$ cat config.mk
export PLATFORM = sky130hd
export DESIGN_NAME = tdm_demux_1x8
export DESIGN_NICKNAME = d
export VERILOG_FILES = /design/src/rtl/tdm_demux_1x8_pkg.sv /design/src/rtl/tdm_demux_1x8_slot_counter.sv /design/src/rtl/tdm_demux_1x8.sv
export SDC_FILE = /design/constraint.sdc
export NUM_CORES = 1
export LEC_CHECK = 0
export ABC_CLOCK_PERIOD_IN_PS = 4300
export BUFFER_PORTS_ARGS = -buffer_cell sky130_fd_sc_hd__clkbuf_2
export CORE_MARGIN = 10
export CORE_UTILIZATION = 38
export CTS_CLUSTER_SIZE = 25
export DETAILED_ROUTE_END_ITERATION = 8
export HOLD_SLACK_MARGIN = 0.03
export PLACE_DENSITY = 0.65
export SETUP_SLACK_MARGIN = 0.15
export SLEW_MARGIN = 10
export SYNTH_ARGS = -nofsm -noshare
export SYNTH_HDL_FRONTEND = slang
export SYNTH_SLANG_ARGS = --single-unit
export TNS_END_PERCENT = 20
$ cat constraint.sdc
create_clock -name clk -period 4.3 [get_ports clk]
set_input_delay 0 -clock clk [delete_from_list [all_inputs] [get_ports clk]]
set_output_delay 0 -clock clk [all_outputs]
set_load 0.01 [all_outputs]
$ cat src/rtl/tdm_demux_1x8_pkg.sv
// Shared definitions for the 8:1 TDM link (receive side).
// Holds the default frame geometry and the framing-FSM state encodings, which are
// also used by the transmitter so both ends agree on the link layout.
package tdm_demux_1x8_pkg;

  // Default frame geometry: 8 slots, 3-bit slot index.
  localparam int unsigned TDM_NUM_CH = 8;
  localparam int unsigned TDM_SEL_W  = 3;

  // Framing state. Kept as plain constants so legacy code can share the encoding.
  typedef logic tdm_state_t;
  localparam tdm_state_t ST_HUNT = 1'b0;
  localparam tdm_state_t ST_LOCK = 1'b1;

endpackage

$ cat src/rtl/tdm_demux_1x8_slot_counter.sv
// Slot counter for the TDM demultiplexer.
// Ports:
//   clk, rst_n : clock, asynchronous active-low reset
//   en         : advance slot by one (natural modulo-2^SEL_W wrap)
//   load1      : force slot to 1 (current cycle was slot 0)
//   clr        : force slot to 0; highest priority
//   slot       : current slot index
//   last       : slot is the final slot of the frame (NUM_CH-1)
module tdm_demux_1x8_slot_counter #(
  parameter int unsigned NUM_CH = 8,
  parameter int unsigned SEL_W  = 3
) (
  input  logic             clk,
  input  logic             rst_n,
  input  logic             en,
  input  logic             load1,
  input  logic             clr,
  output logic [SEL_W-1:0] slot,
  output logic             last
);

  logic [SEL_W-1:0] slot_q, slot_d;

  always_comb begin
    slot_d = slot_q;
    if (clr) begin
      slot_d = '0;
    end else if (load1) begin
      slot_d = SEL_W'(1);
    end else if (en) begin
      slot_d = slot_q + SEL_W'(1);
    end
  end

  always_ff @(posedge clk or negedge rst_n) begin
    if (!rst_n) begin
      slot_q <= '0;
    end else begin
      slot_q <= slot_d;
    end
  end

  assign slot = slot_q;
  assign last = (slot_q == SEL_W'(NUM_CH - 1));

endmodule

$ cat src/rtl/tdm_demux_1x8.sv
// Receive end of the 8:1 time-division link.
// One sample arrives per enabled cycle on din; frame_sync marks slot 0. Slots
// 0..NUM_CH-2 are collected in a shadow bank; the final slot is merged with the
// shadow bank straight into the publish register, so dout only ever shows
// complete frames and updates on the same edge that samples the last slot.
// Ports:
//   clk, rst_n  : clock, asynchronous active-low reset
//   en          : slot strobe; frame_sync/din are ignored while low
//   frame_sync  : current din is slot 0
//   din         : slot sample
//   dout        : published frame, channel k at dout[k*DATA_W +: DATA_W]
//   frame_valid : one-cycle pulse, dout updated this cycle
//   slot        : slot index the next enabled sample will be written to
//   locked      : framing FSM is in LOCK
//   sync_err    : one-cycle pulse on a framing violation (early or missing sync)
module tdm_demux_1x8
  import tdm_demux_1x8_pkg::*;
#(
  parameter int unsigned NUM_CH = TDM_NUM_CH,
  parameter int unsigned SEL_W  = TDM_SEL_W,
  parameter int unsigned DATA_W = 1
) (
  input  logic                     clk,
  input  logic                     rst_n,
  input  logic                     en,
  input  logic                     frame_sync,
  input  logic [DATA_W-1:0]        din,
  output logic [NUM_CH*DATA_W-1:0] dout,
  output logic                     frame_valid,
  output logic [SEL_W-1:0]         slot,
  output logic                     locked,
  output logic                     sync_err
);

  localparam int unsigned ShadowW = (NUM_CH - 1) * DATA_W;

  tdm_state_t                state_q, state_d;
  logic [ShadowW-1:0]        shadow_q, shadow_d;
  logic [NUM_CH*DATA_W-1:0]  dout_q, dout_d;
  logic                      frame_valid_q, frame_valid_d;
  logic                      sync_err_q, sync_err_d;

  logic                      cnt_inc;
  logic                      cnt_load1;
  logic                      cnt_clr;
  logic [SEL_W-1:0]          slot_cur;
  logic                      slot_last;

  tdm_demux_1x8_slot_counter #(
    .NUM_CH (NUM_CH),
    .SEL_W  (SEL_W)
  ) u_slot_counter (
    .clk   (clk),
    .rst_n (rst_n),
    .en    (cnt_inc),
    .load1 (cnt_load1),
    .clr   (cnt_clr),
    .slot  (slot_cur),
    .last  (slot_last)
  );

  always_comb begin
    state_d       = state_q;
    shadow_d      = shadow_q;
    dout_d        = dout_q;
    frame_valid_d = 1'b0;
    sync_err_d    = 1'b0;
    cnt_inc       = 1'b0;
    cnt_load1     = 1'b0;
    cnt_clr       = 1'b0;

    if (en) begin
      if (state_q == ST_HUNT) begin
        // Slot stays at 0 while hunting; only a sync lets us start a frame.
        if (frame_sync) begin
          shadow_d[DATA_W-1:0] = din;
          cnt_load1            = 1'b1;
          state_d              = ST_LOCK;
        end
      end else begin
        if (frame_sync) begin
          // Sync anywhere but slot 0 abandons the partial frame (never published)
          // and restarts collection with this sample as slot 0.
          if (slot_cur != '0) begin
            sync_err_d = 1'b1;
          end
          shadow_d[DATA_W-1:0] = din;
          cnt_load1            = 1'b1;
        end else if (slot_cur == '0) begin
          sync_err_d = 1'b1;
          cnt_clr    = 1'b1;
          state_d    = ST_HUNT;
        end else if (slot_last) begin
          dout_d        = {din, shadow_q};
          frame_valid_d = 1'b1;
          cnt_inc       = 1'b1;  // wraps to 0
        end else begin
          for (int k = 1; k < int'(NUM_CH) - 1; k++) begin
            if (slot_cur == SEL_W'(k)) begin
              shadow_d[k*DATA_W +: DATA_W] = din;
            end
          end
          cnt_inc = 1'b1;
        end
      end
    end
  end

  always_ff @(posedge clk or negedge rst_n) begin
    if (!rst_n) begin
      state_q       <= ST_HUNT;
      shadow_q      <= '0;
      dout_q        <= '0;
      frame_valid_q <= 1'b0;
      sync_err_q    <= 1'b0;
    end else begin
      state_q       <= state_d;
      shadow_q      <= shadow_d;
      dout_q        <= dout_d;
      frame_valid_q <= frame_valid_d;
      sync_err_q    <= sync_err_d;
    end
  end

  assign dout        = dout_q;
  assign frame_valid = frame_valid_q;
  assign slot        = slot_cur;
  assign locked      = (state_q == ST_LOCK);
  assign sync_err    = sync_err_q;

endmodule

==> key figures, run 1 <==
Clock network
  – CTS tree: done
  – Clock-pin slew on the worst setup and hold paths: 0.11 ns
  – Num CTS Buffers: 3
  – Post-CTS Setup Repair Bufs: 0
  – Sink Count: 21
  – Clk root buf: clkbuf_4
  – # H-tree levels: 1
  – Max clock buf depth: 2
  – Clk_lat worst skew: 0.30 ns

Worst setup path
  – Crit-path slowest cell: dfrtp_1
  – Critical Path Source: u_slot_counter.slot[0]
  – Cells along the critical path: inv_1 > ha_1 > nand2_1 > ha_1 > and3_1 > nand2_2 > mux2_1
  – RR Endpoint: dout[3]
  – Biggest cell delay along the critical path: between 0.4 and 0.5 ns
  – Worst path top cell family by delay: simple AND/OR/NAND/NOR gates
  – R2R Path Start: u_slot_counter.slot[0]
  – Flop-to-flop setup slack: 2.32 ns
  – Crit path depth: 7
  – Reg2Reg Depth: 7
  – Startpoint Class: register
  – WP buf/inv: 1
  – Most frequent CP cell: ha_1
  – Required time of the critical path: 4.49 ns
  – Kind of critical path: reg -> reg
  – Critical Path Sink: dout[3]
  – Crit path max fanout: 8
  – CP Data Arrival Time: approximately 2.2 ns
  – CP endpoint kind: register

Floorplan
  – Rows: 18
  – Die span in y: a little over 70 um
  – DIE WIDTH: 71.87 um
  – I/O pins: 19
  – Die area: 5165 um^2
  – Initial Utilization: 0.4053
  – Core area: ~2500 um^2

Synth
  – Post-synthesis cell count: between 80 and 90
  – Unique masters post-synth: 25
  – Post-Syn Area: 1022 um^2
  – Sequential-to-total area share from yosys stat: 0.5141
  – Syn avg cell area: 12.17 um^2
  – Synthesis-stage register bit count: 21
  – Synthesized Nets: 97
  – Yosys warning count: 0

Global route
  – Grt peak-use layer: met2
  – Grt met2 use: 0.1294
  – First-pass GRT wire length: 3491 um
  – Met1 GRT Util: 0.09222
  – Vias in the first global route: roughly 770
  – Global route total overflow: 0
  – Initial antenna violation count: 0
  – M3 GR Usage: 0.04683
  – Overall Global Routing Usage: 0.08322
  – Pin count of the biggest net entering global routing: 22

Place
  – Hpwl dp: 1457 um
  – Placed cells: 128
  – # port buffers: 18
  – Pre-CTS setup slack: 2.320 ns
  – GP Congestion: ~0.95

Timing
  – Max Fclk: 0.5048 GHz
  – Worst slew pin tran: 0.5118 ns
  – Unrepaired setup endpoints after global routing: no
  – Final max-slew violation count: 0
  – Clock skew: 0.001134 ns
  – Min cycle time layout: roughly 2.0 ns
  – Final worst-path cycle share: 0.4607
  – Setup TNS: 0 ns
  – Worst setup margin: between 2 and 2.5 ns
  – Endpoints failing hold: 0
  – Endpoints failing setup: 0
  – Max-slew headroom: 0.6588

Layout
  – Layout Nets: 120
  – Area growth, synth to finish: 16.65%
  – Ant diodes: 0
  – Final core utilization: 0.4727
  – Non-filler cells, final: 136
  – Fraction of layout cells with a size suffix above 1: 0.2453

Power and ir drop
  – P_leak: approximately 0.00063 uW
  – Worst vdd ir: 0.3141 mV
  – Sw Pwr: about 240 uW
  – Total power: between 600 and 700 uW
  – Clock share of power: 0.144
  – Gate power share: 0.363
  – Int Power: about 410 uW
  – Pwr dens: 541.8 nW/um^2
  – Net Sw Frac: 0.3681
  – Sequential group share of total power: 0.493

Drt
  – Initial DRC count: 36
  – Routed Antenna Nets: 0
  – Routed len/inst: 14.18 um
  – Detailed Route WL: just under 2000 um
  – DR DRC count: 0
  – Vias per inst: 5.051
  – DR pass1 iterations: 3
  – Via Count: between 600 and 700

Run
  – Max-cap violation count: 0

Outcome
  – Status: complete, no violations

Worst hold path
  – Hold Crit Class: in -> async
==> kinds of logic after synthesis <==
| kind of cell | after synthesis | synth area share |
|---|---|---|
| AOI/OAI and AO/OA | 7 | 0.04529 |
| and+or+nand+nor | 23 | 0.1249 |
| adders and majority gates | 8 | 0.09792 |
| DFF | 21 | 0.5141 |
| muxes | 16 | 0.1750 |
| buffers and inverters | 9 | 0.04284 |
==> cells in the mapped netlist <==
master | number | share of area
inv_1 | 3 | 0.011
nor2b_1 | 1 | 0.0061
nand2_1 | 7 | 0.026
buf_2 | 2 | 0.0098
a211oi_1 | 1 | 0.0073
or4b_1 | 1 | 0.0098
mux2i_1 | 1 | 0.0098
a21o_1 | 1 | 0.0073
nor2_1 | 4 | 0.015
mux2_1 | 14 | 0.15
nand2b_1 | 1 | 0.0061
nor4b_1 | 2 | 0.017
and3_1 | 2 | 0.012
dfrtp_1 | 21 | 0.51
inv_2 | 2 | 0.0073
a31oi_1 | 2 | 0.012
buf_6 | 1 | 0.011
nand3_1 | 3 | 0.015
a2bb2oi_1 | 1 | 0.0086
mux2_2 | 1 | 0.011
clkbuf_1 | 1 | 0.0037
and4bb_1 | 1 | 0.012
ha_1 | 8 | 0.098
a21oi_1 | 2 | 0.0098
nand2_2 | 1 | 0.0061
==> area by class of cell <==
class	count	area, um^2
repair buffers	22	130.1
fillers	242	1330
well taps	30	37.54
flip-flops and latches	21	525.5
clock inverters	1	5.005
inverters	5	18.77
multi-input cells	54	452.9
clock buffers	3	22.52
==> metrics by stage <==
step | instance area [um^2] | hold WS (ns)
2_1_floorplan | 1022 | -0.2956
3_3_place_gp | 1125 | -0.01005
3_5_place_dp | 1125 | -0.001484
4_1_cts | 1192 | 0.1948
5_1_grt | 1192 | 0.2295
6_report | 1192 | 0.1875
==> cell usage in the layout (no fill, tap or decap), types with 2 or more instances in the layout <==
master         instances
nor2_1                 4
inv_1                  3
nand3_1                3
inv_2                  2
dlygate4sd3_1          4
nor4b_1                2
a21oi_1                2
nand2_1                7
clkbuf_4               3
a31oi_1                2
and3_1                 2
ha_1                   8
mux2_1                14
clkbuf_2              18
dfrtp_1               21
==> state kept, by name, summed over array words and instances, names as in the netlist <==
name and flops:
locked 1, sync_err 1, dout 8, shadow_q 7, frame_valid 1, u_slot_counter.slot 3
==> worst min-delay path by stage <==
| stage | start | end | slack [ns] | depth (start not counted) |
|---|---|---|---|---|
| after floorplan | rst_n | dout[0] | -0.30 | 0 |
| after global placement | rst_n | dout[7] | -0.01 | 1 |
| after detailed placement | rst_n | dout[7] | -0.001 | 1 |
| after CTS | rst_n | dout[7] | 0.19 | 2 |
| after global routing | rst_n | dout[7] | 0.23 | 2 |
| final | rst_n | dout[7] | 0.19 | 2 |
==> per-layer routing <==
layer,routed length [um],up-vias,share of wire
met5,0,-,0
li1,-,336,-
met2,880,17,0.46
met4,34,0,0.018
met1,878,330,0.46
met3,135,4,0.070
==> power groups by stage <==
stage / clock network, uW / registers, uW / logic [uW]
5_1_grt: 108 / 331 / 270
3_5_place_dp: 0 / 324 / 237
6_report: 93.1 / 319 / 234
2_1_floorplan: 0 / 326 / 142
3_3_place_gp: 0 / 319 / 233
4_1_cts: 99.7 / 319 / 241
==> repair_timing <==
| action | CTS | global route |
|---|---|---|
| resized for setup | 0 | 0 |
| endpoints found under the hold margin | 28 | 0 |
| hold buffers | 4 | 0 |
| setup endpoints to repair | 0 | 0 |
Note: power is estimated with default switching activity, not from simulation.
==> run 2: changes to the inputs <==
ABC_CLOCK_PERIOD_IN_PS = 1700   (was 4300)
PLACE_DENSITY = 0.67   (was 0.65)
clock period = 1.7 ns   (was 4.3 ns; I/O delays follow)
==> run 2 against run 1 <==
The flow now finishes with violations (negative setup slack). Global-route usage rose by 0.55 points. Critical path type unchanged. Total power grew to 3.2 times the previous value. Hold slack worse by 0.0054 ns. Clock skew up 0.0052 ns. Highest routed layer unchanged. Setup slack got worse by 2.3 ns. Critical endpoint is now shadow_q[2]. Critical path depth shrank 2.
==> key figures, run 2 (same netlist as run 1, synthesis figures left out) <==
Floorplan
  – Rows: 18 (unchanged)
  – Core area: 2522 um^2 (unchanged)
  – I/O pins: 19 (unchanged)
  – Initial Utilization: 0.4053 (unchanged)
  – Die area: 5165 um^2 (unchanged)
  – Die span in y: 71.87 um (unchanged)
  – DIE WIDTH: 71.87 um (unchanged)

Timing
  – Final max-slew violation count: 0 (unchanged)
  – Setup TNS: -0.01173 ns (-0.01173 ns)
  – Max Fclk: 0.5842 GHz (+16%)
  – Worst setup margin: -0.01173 ns (-2.331 ns)
  – Min cycle time layout: 1.712 ns (-0.2694 ns)
  – Endpoints failing hold: 0 (unchanged)
  – Clock skew: 0.006293 ns (+0.005158 ns)
  – Worst slew pin tran: 0.5168 ns (+0.005064 ns)
  – Endpoints failing setup: 1 (+1)
  – Final worst-path cycle share: 1.007 (+0.5462)
  – Max-slew headroom: 0.6554 (-0.003376)
  – Unrepaired setup endpoints after global routing: yes

Worst setup path
  – CP endpoint kind: register
  – R2R Path Start: u_slot_counter.slot[0]
  – Flop-to-flop setup slack: -0.01 ns (-2.33 ns)
  – Critical Path Source: u_slot_counter.slot[0]
  – CP Data Arrival Time: 1.91 ns (-0.26 ns)
  – Kind of critical path: reg -> reg
  – Crit-path slowest cell: or4b_4
  – Cells along the critical path: inv_2 > ha_4 > or4b_4 > nor2_4 > mux2_4
  – Biggest cell delay along the critical path: 0.52 ns (+0.08 ns)
  – Required time of the critical path: 1.90 ns (-2.59 ns)
  – Startpoint Class: register
  – Worst path top cell family by delay: simple AND/OR/NAND/NOR gates
  – WP buf/inv: 1 (unchanged)
  – Crit path max fanout: 4 (-4)

Layout
  – Area growth, synth to finish: 38.19%
  – Final instance area: 1413 um^2 (+18%)
  – Commonest non-fill, non-tap cell in the layout: dfrtp_1
  – Final core utilization: 0.5600 (+0.08730)
  – Layout Nets: 130 (+8.3%)
  – Ant diodes: 0 (unchanged)
  – Fraction of layout cells with a size suffix above 1: 0.5431 (+0.2978)
  – Largest register FFs: 8 (unchanged)
  – Commonest cells after routing, fill and taps aside: dfrtp_1 (20), clkbuf_2 (18), mux2_4 (10)

Drt
  – Routed Antenna Nets: 0 (unchanged)
  – DR pass1 iterations: 4 (+1)
  – Detailed Route WL: 2173 um (+13%)
  – Vias per inst: 5.116 (+1.3%)
  – Initial DRC count: 49 (+36%)
  – Via Count: 747 (+8.7%)
  – Routed len/inst: 14.88 um (+5.0%)
  – DR DRC count: 0 (unchanged)

Place
  – Pre-CTS setup slack: -0.06661 ns (-2.386 ns)
  – Hpwl dp: 1554 um (+6.6%)
  – GP Congestion: 0.8139 (-14%)
  – Post-Place Cell Area: 1219 um^2 (+8.3%)
  – # port buffers: 18 (unchanged)

Clock network
  – Clk_lat worst skew: 0.31 ns (about the same)
  – Clk root buf: clkbuf_4
  – Clock-pin slew on the worst setup and hold paths: 0.12 ns (about the same)
  – CTS tree: done
  – Sink Count: 21 (unchanged)
  – # H-tree levels: 1 (unchanged)
  – Max clock buf depth: 2 (unchanged)
  – Num CTS Buffers: 3 (unchanged)

Power and ir drop
  – Worst vdd ir: 0.8217 mV (+160%)
  – P_leak: 0.0007074 uW (+13%)
  – Pwr dens: 1454 nW/um^2 (+170%)

Global route
  – Overall Global Routing Usage: 0.08871 (+0.005498)
  – Pin count of the biggest net entering global routing: 22 (unchanged)
  – Vias in the first global route: 788 (+2.7%)
  – Initial antenna violation count: 0 (unchanged)
  – First-pass GRT wire length: 3760 um (+7.7%)
  – Global route total overflow: 0 (unchanged)

Outcome
  – Failing checks: negative setup slack
  – Status: complete, but fails checks

Run
  – Max-cap violation count: 0 (unchanged)

Worst hold path
  – Hold Crit Class: in -> async
==> run 2: path summary, 6_finish.rpt <==
| kind | to | cells after the start |
|---|---|---|
| worst max-delay path | shadow_q[2] | 5 |
| worst min register to register | dout[5] | 1 |
| worst max register to register | shadow_q[2] | 5 |
| min in group clk | dout[5] | 1 |
| max in group asynchronous | u_slot_counter.slot[0] | 2 |
| worst min-delay path | shadow_q[0] | 2 |
==> run 2: per-layer routing <==
| layer | vias to the layer above | GRT usage | share of wire |
|---|---|---|---|
| met4 | 0 | 0.02366 | 0.0060 |
| met5 | - | 0 | 0 |
| met3 | 2 | 0.04545 | 0.084 |
| met2 | 26 | 0.1451 | 0.50 |
| li1 | 357 | - | - |
| met1 | 362 | 0.09904 | 0.41 |
==> run 2: area by class of cell <==
cell class                 count  area [um^2]
clock inverter                 1        5.005
timing repair buffer          32        209.0
fill                         215         1110
sequential                    21        526.8
tap                           30        37.54
multi-input combinational     54        593.1
inverter                       5        18.77
clock buffer                   3        22.52
==> run 2: per-stage QoR <==
step	hold slack, ns	power [uW]	std cells
floorplan	-0.2956	1260	84
global placement	-0.005536	1552	134
detailed placement	0.0007540	1581	134
CTS	0.1953	1941	145
global route	0.2070	2219	146
finish	0.1821	2054	146
==> run 2: power breakdown <==
group	internal, uW	switching (uW)	leakage [uW]
combinational	548	486	0.000420
sequential	670	112	0.000270
clock	87.8	151	0.0000177
==> run 2: what timing repair did <==
action,CTS,global route
gates resized for setup,10,13
setup buffers,3,1
setup endpoints to repair,15,17
gates cloned,0,0
hold buffers,4,0
hold endpoints to repair,28,0
pin swaps,2,6
==> run 3: changes to the inputs <==
CTS_BUF_LIST = sky130_fd_sc_hd__clkbuf_8   (was not set)
==> run 3 against run 2 <==
The run still ends with negative setup slack left. Largest cell class unchanged. Wire length increased by 3.1%. Sequential share of layout area increased by 0.066 points. Clock power increased by 34%.
==> key figures, run 3 (same netlist as run 1, synthesis figures left out) <==
Floorplan
  – Rows: 18 (unchanged)
  – Core area: 2522 um^2 (unchanged)
  – DIE WIDTH: 71.87 um (unchanged)
  – Initial Utilization: 0.4053 (unchanged)
  – I/O pins: 19 (unchanged)
  – Die area: 5165 um^2 (unchanged)
  – Die span in y: 71.87 um (unchanged)

Timing
  – WHS: 0.05640 ns (-0.1257 ns)
  – Clock skew: 0.003677 ns (-0.002615 ns)
  – Min cycle time layout: 1.702 ns (-0.009963 ns)
  – Endpoints failing hold: 0 (unchanged)
  – Endpoints failing setup: 1 (unchanged)
  – Final max-slew violation count: 0 (unchanged)
  – Setup TNS: -0.001768 ns (+0.009963 ns)
  – Worst slew pin tran: 0.5132 ns (-0.003606 ns)
  – Unrepaired setup endpoints after global routing: yes
  – Final worst-path cycle share: 1.001 (-0.005861)
  – Max-slew headroom: 0.6578 (+0.002404)
  – Worst setup margin: -0.001768 ns (+0.009963 ns)
  – Max Fclk: 0.5876 GHz (+0.59%)

Worst setup path
  – CP endpoint kind: register
  – Flop-to-flop setup slack: -0.002 ns (about the same)
  – Kind of critical path: reg -> reg
  – Biggest cell delay along the critical path: 0.52 ns (about the same)
  – Crit path max fanout: 4 (unchanged)
  – Required time of the critical path: 1.85 ns (-0.05 ns)
  – CP Data Arrival Time: 1.85 ns (-0.06 ns)
  – RR Endpoint: shadow_q[2]
  – Startpoint Class: register
  – Crit-path slowest cell: or4b_4
  – R2R Path Start: u_slot_counter.slot[0]
  – Cells along the critical path: inv_2 > ha_4 > or4b_4 > nor2_4 > mux2_4
  – Reg2Reg Depth: 5 (unchanged)

Drt
  – DR pass1 iterations: 4 (unchanged)
  – Routed Antenna Nets: 0 (unchanged)
  – Uppermost layer routed: met4
  – Routed len/inst: 15.66 um (+5.2%)
  – DR DRC count: 0 (unchanged)
  – Via Count: 716 (-4.1%)
  – Detailed Route WL: 2240 um (+3.1%)
  – Vias per inst: 5.007 (-2.1%)
  – Initial DRC count: 53 (+8.2%)
  – DR WL met3: 160 um (-12%)
  – DRT met1 WL: 947 um (+5.5%)
  – WL met2: 1110 um (+2.9%)

Clock network
  – Num CTS Buffers: 3 (unchanged)
  – Clk_lat worst skew: 0.26 ns (-0.05 ns)
  – CTS tree: done
  – Max clock buf depth: 2 (unchanged)
  – Clk root buf: clkbuf_8
  – # H-tree levels: 1 (unchanged)
  – Sink Count: 21 (unchanged)
  – Clock-pin slew on the worst setup and hold paths: 0.07 ns (-0.05 ns)

Power and ir drop
  – Total power: 2154 uW (+4.8%)
  – P_leak: 0.0007078 uW (about the same)
  – Worst vdd ir: 0.9759 mV (+19%)
  – Pwr dens: 1527 nW/um^2 (+5.0%)

Global route
  – Overall Global Routing Usage: 0.09262 (+0.003904)
  – Global route total overflow: 0 (unchanged)
  – Pin count of the biggest net entering global routing: 22 (unchanged)
  – Initial antenna violation count: 0 (unchanged)
  – First-pass GRT wire length: 3829 um (+1.8%)
  – Vias in the first global route: 797 (+1.1%)

Worst hold path
  – Hold path start: frame_sync
  – Hold Path Stages: 2
  – Hold Crit Class: in -> reg
  – WHS Endpoint: frame_valid

Layout
  – Commonest non-fill, non-tap cell in the layout: dfrtp_1
  – Area growth, synth to finish: 37.94%
  – Ant diodes: 0 (unchanged)
  – Fraction of layout cells with a size suffix above 1: 0.5752 (+0.03212)
  – Multi-input logic area: 601.8 um^2 (+1.5%)
  – Commonest cells after routing, fill and taps aside: dfrtp_1 (20), clkbuf_2 (18), mux2_4 (11)
  – Non-filler cells, final: 143 (-2.1%)
  – Fill count: 218 (+1.4%)
  – Final instance area: 1410 um^2 (-0.18%)
  – Layout Nets: 127 (-2.3%)
  – Reg area: 526.8 um^2 (unchanged)
  – Largest register FFs: 8 (unchanged)

Outcome
  – Status: complete, but fails checks
  – Failing checks: negative setup slack

Place
  – Post-Place Cell Area: 1219 um^2 (unchanged)
  – Placed cells: 134 (unchanged)
  – Hpwl dp: 1554 um (unchanged)
  – GP Congestion: 0.8139 (unchanged)
  – # port buffers: 18 (unchanged)

Run
  – Max-cap violation count: 0 (unchanged)
[run 3: cell types whose count changed in the layout (fill, tap and decap cells not counted), sizes merged]
cell         previous run  this run
dlygate4sd3             4         1
[run 3: what timing repair did]
| action | in CTS | in global routing |
|---|---|---|
| hold buffers | 1 | 0 |
| gates resized for setup | 10 | 15 |
| pin swaps | 2 | 7 |
| gates cloned | 0 | 0 |
| endpoints found under the hold margin | 21 | 0 |
| endpoints found under the setup margin | 15 | 16 |
| buffers inserted | 3 | 1 |
[run 3: power breakdown]
part | internal (uW) | leakage [uW] | switching, uW | total (uW)
clock | 163 | 0.0000255 | 157 | 320
sequential | 672 | 0.000270 | 115 | 787
combinational | 555 | 0.000413 | 492 | 1050
total | 1390 | 0.000708 | 764 | 2150
[run 3: cell type report]
class / instances / share of cell area
multi-input combinational: 54 / 0.4268
clock buffer: 3 / 0.02928
timing repair buffer: 29 / 0.1269
sequential: 21 / 0.3736
inverter: 5 / 0.01331
clock inverter: 1 / 0.003549
tap: 30 / 0.02662
[run 3: metrics by stage]
step | util | setup WS [ns]
2_1_floorplan | - | -0.05291
3_3_place_gp | 0.4831 | 0.001250
3_5_place_dp | 0.4831 | -0.06661
4_1_cts | 0.5308 | 0.03844
5_1_grt | 0.5590 | -0.03191
6_report | 0.5590 | -0.001768
[run 3: how the worst max path moves through the flow]
stage,end,startpoint,slack (ns)
final,shadow_q[2],u_slot_counter.slot[0],-0.002
after global routing,shadow_q[2],u_slot_counter.slot[0],-0.03
after CTS,shadow_q[2],u_slot_counter.slot[0],0.04
after detailed placement,shadow_q[2],u_slot_counter.slot[1],-0.07
after global placement,shadow_q[2],u_slot_counter.slot[1],0.001
after floorplan,shadow_q[1],u_slot_counter.slot[1],-0.05
[run 3: worst max-delay path, delay by kind of cell (launching register included)]
family / cells / cell delay [ns]
adders and majority gates: 1 / 0.17
buffers and inverters: 1 / 0.07
muxes: 1 / 0.30
DFF: 1 / 0.42
and+or+nand+nor: 2 / 0.63
[run 3: per-layer routing]
| layer | track usage | vias to the layer above |
|---|---|---|
| li1 | - | 347 |
| met1 | 0.1022 | 347 |
| met2 | 0.1500 | 18 |
| met3 | 0.04959 | 4 |
| met4 | 0.02796 | 0 |
| met5 | 0 | - |
